[src/rtl/dot_matrix_pkg.sv]
// Shared constants and helpers for the dot-matrix display path.
//   MATRIX_N : rows/columns of the LED matrix
//   COORD_W  : width of a row or column coordinate
//   onehot8  : coordinate -> one-hot 8-bit drive pattern
package dot_matrix_pkg;

  localparam int MATRIX_N = 8;
  localparam int COORD_W  = 3;

  function automatic logic [MATRIX_N-1:0] onehot8(input logic [COORD_W-1:0] idx);
    onehot8 = 8'h01 << idx;
  endfunction

endpackage

[src/rtl/scan_prescaler.sv]
// Free-running prescaler: pc counts 0..PRESCALE-1 and wraps; tick is high
// for the single cycle in which pc == PRESCALE-1.
// Ports:
//   CLK  in   system clock, rising edge
//   RST  in   asynchronous, active-low reset
//   pc   out  current prescaler count
//   tick out  combinational, one cycle per PRESCALE clocks
module scan_prescaler
  import dot_matrix_pkg::*;
#(
  parameter int PRESCALE = 1000,
  localparam int PC_W = (PRESCALE > 1) ? $clog2(PRESCALE) : 1
) (
  input  logic            CLK,
  input  logic            RST,
  output logic [PC_W-1:0] pc,
  output logic            tick
);

  assign tick = (pc == PC_W'(PRESCALE - 1));

  always_ff @(posedge CLK or negedge RST) begin
    if (!RST) begin
      pc <= '0;
    end else if (tick) begin
      pc <= '0;
    end else begin
      pc <= pc + 1'b1;
    end
  end

endmodule

[src/rtl/dot_matrix_scanner.sv]
// Row-multiplexed 8x8 LED matrix driver that lights a single dot.
// Coordinates are latched only at the frame boundary so the dot never tears;
// each row period starts with BLANK_CYCLES of rowSel=0 to suppress ghosting;
// the dot optionally blinks with a half-period of BLINK_FRAMES frames.
// Ports:
//   CLK        in   system clock, rising edge
//   RST        in   asynchronous, active-low reset
//   pixelX     in   dot column 0..7
//   pixelY     in   dot row 0..7
//   blinkEn    in   1 = blink the dot, 0 = steady
//   rowSel     out  one-hot row drive, zero while blanking
//   colData    out  column drive, bit pixelX set on the dot's row
//   rowIdx     out  row currently being scanned
//   frameStart out  one-cycle pulse at each frame boundary
// All outputs are registered: the value in cycle n decodes the state of cycle n-1.
module dot_matrix_scanner
  import dot_matrix_pkg::*;
#(
  parameter int PRESCALE     = 1000,
  parameter int BLANK_CYCLES = 2,
  parameter int BLINK_FRAMES = 32
) (
  input  logic         CLK,
  input  logic         RST,
  input  logic [2:0]   pixelX,
  input  logic [2:0]   pixelY,
  input  logic         blinkEn,
  output logic [7:0]   rowSel,
  output logic [7:0]   colData,
  output logic [2:0]   rowIdx,
  output logic         frameStart
);

  localparam int PC_W = (PRESCALE > 1) ? $clog2(PRESCALE) : 1;
  localparam int FC_W = (BLINK_FRAMES > 1) ? $clog2(BLINK_FRAMES) : 1;

  if (PRESCALE < BLANK_CYCLES + 1) begin : gBadPrescale
    $error("dot_matrix_scanner: PRESCALE must be >= BLANK_CYCLES+1");
  end

  logic [PC_W-1:0]    pc;
  logic               tick;
  logic [COORD_W-1:0] row;
  logic [COORD_W-1:0] latX;
  logic [COORD_W-1:0] latY;
  logic [FC_W-1:0]    frameCnt;
  logic               visible;
  logic               wrap;
  logic               visEff;
  logic               blanking;

  scan_prescaler #(.PRESCALE(PRESCALE)) uPrescaler (
    .CLK  (CLK),
    .RST  (RST),
    .pc   (pc),
    .tick (tick)
  );

  assign wrap     = tick && (row == 3'd7);
  // Steady mode must show the dot on the very next output cycle, so the
  // blink enable gates visibility directly rather than through the register.
  assign visEff   = visible || !blinkEn;
  assign blanking = (int'(pc) < BLANK_CYCLES);

  always_ff @(posedge CLK or negedge RST) begin
    if (!RST) begin
      row        <= '0;
      latX       <= '0;
      latY       <= '0;
      frameCnt   <= '0;
      visible    <= 1'b1;
      rowSel     <= '0;
      colData    <= '0;
      rowIdx     <= '0;
      frameStart <= 1'b0;
    end else begin
      if (tick) begin
        row <= row + 3'd1;
      end

      // Coordinates only move at the frame boundary; a new position and a
      // blink toggle on the same edge both take effect from row 0.
      if (wrap) begin
        latX <= pixelX;
        latY <= pixelY;
      end

      if (!blinkEn) begin
        frameCnt <= '0;
        visible  <= 1'b1;
      end else if (wrap) begin
        if (frameCnt == FC_W'(BLINK_FRAMES - 1)) begin
          frameCnt <= '0;
          visible  <= ~visible;
        end else begin
          frameCnt <= frameCnt + 1'b1;
        end
      end

      rowIdx     <= row;
      rowSel     <= blanking ? 8'h00 : onehot8(row);
      // colData is deliberately not blanked; rowSel alone gates the LEDs.
      colData    <= (visEff && (row == latY)) ? onehot8(latX) : 8'h00;
      frameStart <= wrap;
    end
  end

endmodule

[config.mk]
export PLATFORM = sky130hd
export DESIGN_NAME = dot_matrix_scanner
export DESIGN_NICKNAME = d
export VERILOG_FILES = /design/src/rtl/dot_matrix_pkg.sv /design/src/rtl/scan_prescaler.sv /design/src/rtl/dot_matrix_scanner.sv
export SDC_FILE = /design/constraint.sdc
export NUM_CORES = 1
export LEC_CHECK = 0
export CAP_MARGIN = 10
export CORE_MARGIN = 2
export CORE_UTILIZATION = 45
export DETAILED_ROUTE_END_ITERATION = 7
export PLACE_DENSITY = 0.69
export SYNTH_ARGS = -nofsm -noshare
export SYNTH_HDL_FRONTEND = slang
export SYNTH_HIERARCHICAL = 1
export SYNTH_SLANG_ARGS = --single-unit
[constraint.sdc]
create_clock -name CLK -period 2.47 [get_ports CLK]
set_input_delay 0.3705 -clock CLK [delete_from_list [all_inputs] [get_ports CLK]]
set_output_delay 0.3705 -clock CLK [all_outputs]
set_load 0.01 [all_outputs]
; ---- Yosys cells after proc, flatten, opt, wreduce, memory -nomap -nowiden
; Index checks and enable logic that the tools add are counted.
[word_totals]
ff_bits = 45
input_bits = 9
out_inout_bits = 20
wordCells = 37
[op_classes]
n_addsub = 3
order_cmp = 1
n_eq_ne = 6
n_shift = 2
n_mux = 9
bitwise = 1
reduce_logical = 5
[op_table]
columns = operator, n
row1 = two-way mux 8 bit, 2
row2 = << shifter 1 x 3 -> 8 bit (first input constant), 2
row3 = two-way mux 5 bit, 3
row4 = adder 10 x 1 -> 10 bit (second input constant), 1
row5 = == test 10 bit (second input constant), 1
row6 = < comparator 10 x 2 -> 1 bit (second input constant), 1
row7 = two-way mux 10 bit, 1
row8 = adder 5 x 1 -> 5 bit (second input constant), 1
row9 = == test 5 bit (second input constant), 1
row10 = != test 2 x 1 -> 1 bit (second input constant), 2
row11 = adder 3 x 1 -> 3 bit (second input constant), 1
row12 = == test 3 bit, 1
row13 = == test 3 bit (second input constant), 1
row14 = two-way mux 1 bit, 3
row15 = logical AND 1 bit, 2
row16 = AND reduction 2 bit, 1
row17 = logical NOT 1 bit, 1
row18 = logical OR 1 bit, 1
row19 = inverter 1 bit, 1

; ---- Longest topological paths before layout
; Gate-level depths: netlist (run 1).
[depth]
word_depth = 4
ltp_mapped = 10
mapped_depth_nobuf = 8

; ---- Cells and area by module
; The synthesis (run 1) kept the hierarchy.
[by_module_without_submodules]
columns = module, n_inst, cells_per_inst, area_per_inst_um2
row1 = dot_matrix_scanner, 1, 111, 1405.1
row2 = scan_prescaler, 1, 43, 483.0

; ---- Worst setup path after synthesis (run 1)
; No wires, ideal clock.
[synth_path]
path_kind = reg2reg
startpoint = reg uPrescaler.pc[0]
endpoint = reg frameCnt[2]
setup_time_ns = 0.077
arrival_time_ns = 1.956
t_required_ns = 2.393
setup_slack_ns = 0.437
stages_incl_launch_ff = 10
n_path_buf = 2
period_less_slack_ns = 2.033
path_cell_list = dfrtp_1 ha_1 nand3_1 nor3_2 and3_1 buf_2 buf_6 nand2_4 or4b_1 a21oi_1
[synth_between]
elab_chain_len = 3
[synth_lines]
columns = item, line_no
row1 = "start, declared", scan_prescaler.sv:16  ; output logic [PC_W-1:0] pc,
row2 = "start signal, assigned", scan_prescaler.sv:28  ; pc <= pc + 1'b1;
row3 = == test 10 bit, scan_prescaler.sv:20  ; assign tick = (pc == PC_W'(PRESCALE - 1));
row4 = net tick, dot_matrix_scanner.sv:42  ; logic tick;
row5 = logical AND 1 bit, dot_matrix_scanner.sv:59  ; assign wrap = tick && (row == 3'd7);
row6 = != test 2 x 1 -> 1 bit (no source line), -
row7 = "end signal, assigned", dot_matrix_scanner.sv:96  ; frameCnt <= frameCnt + 1'b1;
row8 = "end, declared", dot_matrix_scanner.sv:46  ; logic [FC_W-1:0] frameCnt;
; The timed path passes the listed nets, and every way through them passes these cells.
; A chain may end at the register's enable or synchronous reset.

; ---- Worst setup path in the final report (run 1)
; Same ends and word-level chain as after synthesis.

==> run metrics, run 1 <==
Final GP Congestion 0.816; Inserted Clock Buffers 5; CTS Hold Bufs 0; DR WL/cell roughly 14 microns; largest net degree at the start of global routing 46; Max Transition Viols Final 0; Worst-path clk slew 0.08 ns; final clock skew between 0.003 and 0.004 ns; initial antenna violation count 0; CTS H-tree lvls 2; Static Leak 1.10 nW; Vias between 1000 and 1500; Reg-to-Reg End frameCnt[2]; post-CTS setup buffer count 0; Synth Instances ~150; Vias/cell about 5.2; core area around 4000 sq um; drt total wl roughly 3.4 mm; Synth top area share between 50 and 60%; Ys Warns 6; PwrDens ~570 nW/um^2; Max-Cap Viols 0; Fin. Hold Viols 0; CP max-delay cell or4b_1; sequential area share after synthesis between 50% and 60%; Residual DRC 0; GR Overflow Total 0; critical path peak fanout 8; Worst-Skew Late Latency around 0.29 ns; class of the worst hold path input pin to asynchronous set/reset pin; Die Height between 60 and 70 microns; Worst Path Required 2.68 ns; DIE AREA 4730 sq um; synthesis-to-finish area growth 23.8%; antenna diode count 0; reg-to-reg startpoint uPrescaler/pc[0]; nets between 200 and 250; CP Launch Type flip-flop; status complete, no violations; Rel. slew slack between 30% and 40%; Reg2Reg Depth 7; CP Data Arrival Time around 2.3 ns; mapped cell area roughly 1900 sq um; share of cells above drive strength 1 roughly 13%; maximum vdd drop around 0.00033 V; first-pass GRT wire length roughly 5.7 mm; Slew @ Worst Pin ~0.94 ns; RSZ-0062 raised after global routing false; Initial Util between 40% and 50%; CTS Sinks 45; element type at the critical path end flip-flop; biggest area consumer among synthesized cells dfrtp_1; vias in the first global route around 1200; DRT iter0 DRCs between 80 and 90; TNS Setup 0 ns; I/O pins 29; f_max roughly 490 MHz; CTS tree yes; Post-Syn Nets roughly 170; GR Util All Layers around 17%; syn_area_per_cell about 12 sq um; Synth area leaders dfrtp_1, ha_1, and3_1, mux2_2, nand3_1; post-route minimum period 2.06 ns; CTS root buf clkbuf_8; final setup fails 0; Yosys reg bits 45; die span in x 68.8 microns; Port Buffers 28; CP max stage delay roughly 0.47 ns; final worst-path cycle share 83.5%; setup ws final around 0.4 ns; antenna-violating nets left 0; Netlist cell types 35; post-cts resize count 0; Clock Path Buffers 2; Reg2Reg Setup Slack a little over 0.4 ns; Site Rows 23; Finished Core Util 58.0%; critical path type flip-flop to flip-flop; post-DP HPWL between 2 and 2.5 mm; Pre-antenna DRT Iters 4; Cell Chain, Critical Path ha_1 > nand3_1 > nor3_2 > and3_1 > nand2_4 > or4b_1 > a21oi_1; Post-Place Setup Slack 0.443 ns; Hold WS about 0.21 ns
-- power by group --
part	total, mW	switching (mW)	internal (mW)
combinational	0.0270	0.0166	0.0104
clock	0.569	0.240	0.329
sequential	0.736	0.000000000000000192	0.736
total	1.33	0.257	1.08
-- layout by cell type (no fill, tap or decap), drive strengths merged, types with 6 or more instances in the layout --
| cell type | n |
|---|---|
| a21oi | 8 |
| and3 | 12 |
| clkbuf | 6 |
| clkdlybuf4s50 | 27 |
| dfrtp | 44 |
| ha | 9 |
| inv | 7 |
| nand2 | 9 |
| nand3 | 9 |
| nor2 | 8 |
| nor3 | 6 |
-- critical path: cells and delay by family, from the launching register on --
| family | cells | cell delay (ns) |
|---|---|---|
| and+or+nand+nor | 5 | 1.15 |
| DFF | 1 | 0.41 |
| adders and majority gates | 1 | 0.25 |
| AOI/OAI and AO/OA | 1 | 0.17 |
-- cell type report --
class,instances,area [sq um]
fill,347,1690
sequential,45,1130
multi-input combinational,100,718
timing repair buffer,29,283
clock buffer,6,82.6
tap,50,62.6
clock inverter,2,37.5
inverter,7,26.3
-- cell families after synthesis --
logic type	Yosys count	synth area share, %
AO/OA/AOI/OAI	18	6.30
XOR/XNOR	10	4.64
adder cells (fa/ha/maj)	9	5.96
buffers and inverters	9	2.25
flip-flops	45	59.7
multiplexers	5	2.98
AND/OR/NAND/NOR	58	18.2
-- state kept, by name, summed over array words and instances (netlist names), 3 cells and up --
| signal | flops |
|---|---|
| latX | 3 |
| uPrescaler/pc | 10 |
| colData | 8 |
| rowIdx | 3 |
| row | 3 |
| frameCnt | 5 |
| latY | 3 |
| rowSel | 8 |
-- cells in the mapped netlist --
cell       number
nand3_1         9
nor3_2          1
o22a_1          1
and3_4          2
and2_1          2
o21ai_0         4
buf_2           1
or2_1           1
mux2_2          5
xnor2_1         5
o211ai_2        1
and3_1         10
nor4b_1         2
nor4_1          3
a31oi_1         2
dfrtp_1        44
nor3_1          5
nor4bb_1        1
ha_1            9
a311o_1         1
inv_2           1
nand2_4         1
and4_4          1
or4_1           1
nor2b_1         1
o2111ai_2       1
xor2_1          5
inv_1           6
nand2b_1        1
buf_6           1
or4b_1          1
nand2_1         8
nor2_1          8
a21oi_1         8
dfstp_2         1
-- per-layer routing --
layer	vias to the layer above	global-route usage (%)	wire length, microns
met5	-	0	0
met4	0	5.15	25
met3	4	4.87	171
met2	31	27.2	1610
met1	609	21.4	1550
li1	607	-	-
-- worst max path at each step --
stage	start	endpoint	slack, ns	cells after the start
3_3_place_gp	uPrescaler/pc[0]	frameCnt[2]	0.53	7
3_5_place_dp	uPrescaler/pc[0]	frameCnt[2]	0.44	7
2_1_floorplan	uPrescaler/pc[0]	frameCnt[2]	0.44	9
6_report	uPrescaler/pc[0]	frameCnt[2]	0.41	7
4_1_cts	uPrescaler/pc[0]	frameCnt[2]	0.42	7
5_1_grt	uPrescaler/pc[0]	frameCnt[2]	0.31	7
-- through the flow --
| step | cells | total power [mW] | instance area [sq um] |
|---|---|---|---|
| detailed placement | 231 | 0.779 | 2220 |
| global placement | 231 | 0.779 | 2220 |
| CTS | 239 | 1.35 | 2340 |
| floorplan | 154 | 0.752 | 1890 |
| global route | 239 | 1.39 | 2340 |
| finish | 239 | 1.33 | 2340 |
Note: power is estimated with default switching activity, not from simulation.
==> run 2: changes to the inputs <==
PLACE_DENSITY = 0.71   (was 0.69)
clock period = 1.8 ns   (was 2.47 ns; I/O delays follow)
==> run metrics, run 2 (same netlist as run 1, synthesis figures left out) <==
largest net degree at the start of global routing 25 (was 46); CP max-delay cell or4b_1 (unchanged); CTS H-tree lvls 2 (unchanged); I/O pins 29 (unchanged); Area after DPL 2340 sq um (was 2220 sq um); die span in x 68.8 microns (unchanged); filler instances 330 (was 347); share of cells above drive strength 1 21.7% (was 12.7%); Worst-Skew Late Latency 0.30 ns (was 0.29 ns); initial antenna violation count 0 (unchanged); area occupied by registers 1130 sq um (unchanged); CP Launch Type flip-flop (unchanged); class of the worst hold path input pin to asynchronous set/reset pin (unchanged); core area 4030 sq um (unchanged); met3 WL 197 microns (was 171 microns); Fin. Hold Viols 0 (unchanged); critical path type flip-flop to flip-flop (unchanged); post-route minimum period 1.77 ns (was 2.06 ns); Pre-antenna DRT Iters 4 (unchanged); RSZ-0062 raised after global routing true (was false); final std cells w/o fill 257 (was 239); post-DP HPWL 2.63 mm (was 2.40 mm); Port Buffers 28 (unchanged); critical path peak fanout 6 (was 8); Finished Core Util 62.1% (was 58.0%); Reg2Reg Depth 5 (was 7); CTS tree yes (unchanged); met2 wire length 1.80 mm (was 1.61 mm); most common cell after layout, fill and taps aside dfrtp_1 (unchanged); PwrDens 718 nW/um^2 (was 570 nW/um^2); antenna diode count 0 (unchanged); Crit path max-delay family simple AND/OR/NAND/NOR gates (unchanged); CP Data Arrival Time 2.00 ns (was 2.27 ns); Inserted Clock Buffers 5 (unchanged); Reg2Reg Setup Slack 0.03 ns (was 0.41 ns); first-pass GRT wire length 6.30 mm (was 5.66 mm); max FFs per register 10 (unchanged); status complete, no violations (unchanged); Initial Util 46.9% (unchanged); Final GP Congestion 0.906 (was 0.816); drt total wl 3.69 mm (was 3.36 mm); total power 1.80 mW (was 1.33 mW); f_max 564 MHz (was 485 MHz); final clock skew 0.00474 ns (was 0.00312 ns); Static Leak 1.18 nW (was 1.10 nW); Worst Path Required 2.03 ns (was 2.68 ns); GR Overflow Total 0 (unchanged); Final Instance Area 2500 sq um (was 2340 sq um); synthesis-to-finish area growth 32.5% (was 23.8%); Vias/cell 5.16 (was 5.23); routed metal-1 wire length 1.61 mm (was 1.55 mm); biggest regs uPrescaler/pc x10, colData x8, rowSel x8 (unchanged); final setup fails 0 (unchanged); Cell Chain, Critical Path ha_1 > and3_1 > ha_2 > or4b_1 > a21oi_1 (was ha_1 > nand3_1 > nor3_2 > and3_1 > nand2_4 > or4b_1 > a21oi_1); Inst Count DP 245 (was 231); DR WL/cell 14.3 microns (was 14.0 microns); Reg-to-Reg End frameCnt[2] (unchanged); Crit. Startpoint frameCnt[1] (was uPrescaler/pc[0]); CTS Sinks 45 (unchanged); most frequent cells in the layout dfrtp_1, clkdlybuf4s50_1, buf_4, and3_1 (was dfrtp_1, clkdlybuf4s50_1, and3_1, nand3_1, ha_1); Clock Path Buffers 2 (unchanged); Rel. slew slack 62.8% (was 37.3%); Worst-path clk slew 0.08 ns (about the same); element type at the critical path end flip-flop (unchanged); reg-to-reg startpoint frameCnt[1] (was uPrescaler/pc[0]); Site Rows 23 (unchanged); CP max stage delay 0.50 ns (was 0.47 ns); Max-Cap Viols 0 (unchanged); maximum vdd drop 0.000628 V (was 0.000335 V); Die Height 68.8 microns (unchanged); Slew @ Worst Pin 0.558 ns (was 0.940 ns); final worst-path cycle share 98.5% (was 83.5%); Top Metal Used met4 (unchanged); GR Util All Layers 18.7% (was 16.6%); worst path bufs/invs 0 (unchanged); Residual DRC 0 (unchanged); CTS root buf clkbuf_8 (unchanged); Biggest register uPrescaler/pc (unchanged); vias in the first global route 1308 (was 1236); Vias 1325 (was 1251); DIE AREA 4730 sq um (unchanged); nets 224 (was 206); DRT iter0 DRCs 64 (was 87); Multi-input gate area 746 sq um (was 718 sq um); antenna-violating nets left 0 (unchanged); Max Transition Viols Final 0 (unchanged); TNS Setup 0 ns (unchanged)
[run 2: cell count changes in the layout (fill, tap and decap cells not counted), sizes merged]
cell / before / now
buf: 2 / 19
clkinv: 0 / 1
clkinvlp: 1 / 0
dlygate4sd3: 0 / 1
[run 2: through the flow]
step                setup WS (ns)  hold WS, ns
finish                     0.0278        0.491
global route              -0.0819        0.497
CTS                       0.00691        0.489
detailed placement        0.00905        0.296
global placement           0.0910        0.291
floorplan                  -0.195      -0.0256
[run 2: power by group]
group          internal, mW        switching [mW]
logic                0.0200                0.0243
registers              1.01  0.000000000000000210
clock network         0.412                 0.331
[run 2: area by class of cell]
| type | instances | share of cell area, % |
|---|---|---|
| Sequential cell | 45 | 45.0 |
| Multi-Input combinational cell | 100 | 29.8 |
| Timing Repair Buffer | 47 | 17.3 |
| Clock buffer | 6 | 2.90 |
| Tap cell | 50 | 2.50 |
| Clock inverter | 2 | 1.40 |
| Inverter | 7 | 1.05 |
[run 2: per-layer routing]
layer,up-vias,global-route usage [%]
met5,-,0
met4,0,8.58
met3,9,5.68
met2,40,30.4
met1,630,22.7
li1,646,-
[run 2: worst max path at each step]
stage / cells past startpoint / endpoint
2_1_floorplan: 9 / frameCnt[2]
3_3_place_gp: 7 / frameCnt[2]
3_5_place_dp: 7 / frameCnt[2]
4_1_cts: 7 / frameCnt[2]
5_1_grt: 7 / frameCnt[2]
6_report: 5 / frameCnt[2]
[run 2: timing repair]
item | CTS | global route
hold buffers | 1 | 0
endpoints found under the setup margin | 2 | 8
pin swaps | 0 | 1
buffers inserted | 0 | 3
hold endpoints to repair | 22 | 0
resized for setup | 1 | 3
[run 2: worst register-to-register path, cell delays in order, from the launching register on]
cell and delay [ns]:
dfrtp_1 0.41, ha_1 0.23, and3_1 0.20, ha_2 0.21, or4b_1 0.50, a21oi_1 0.15
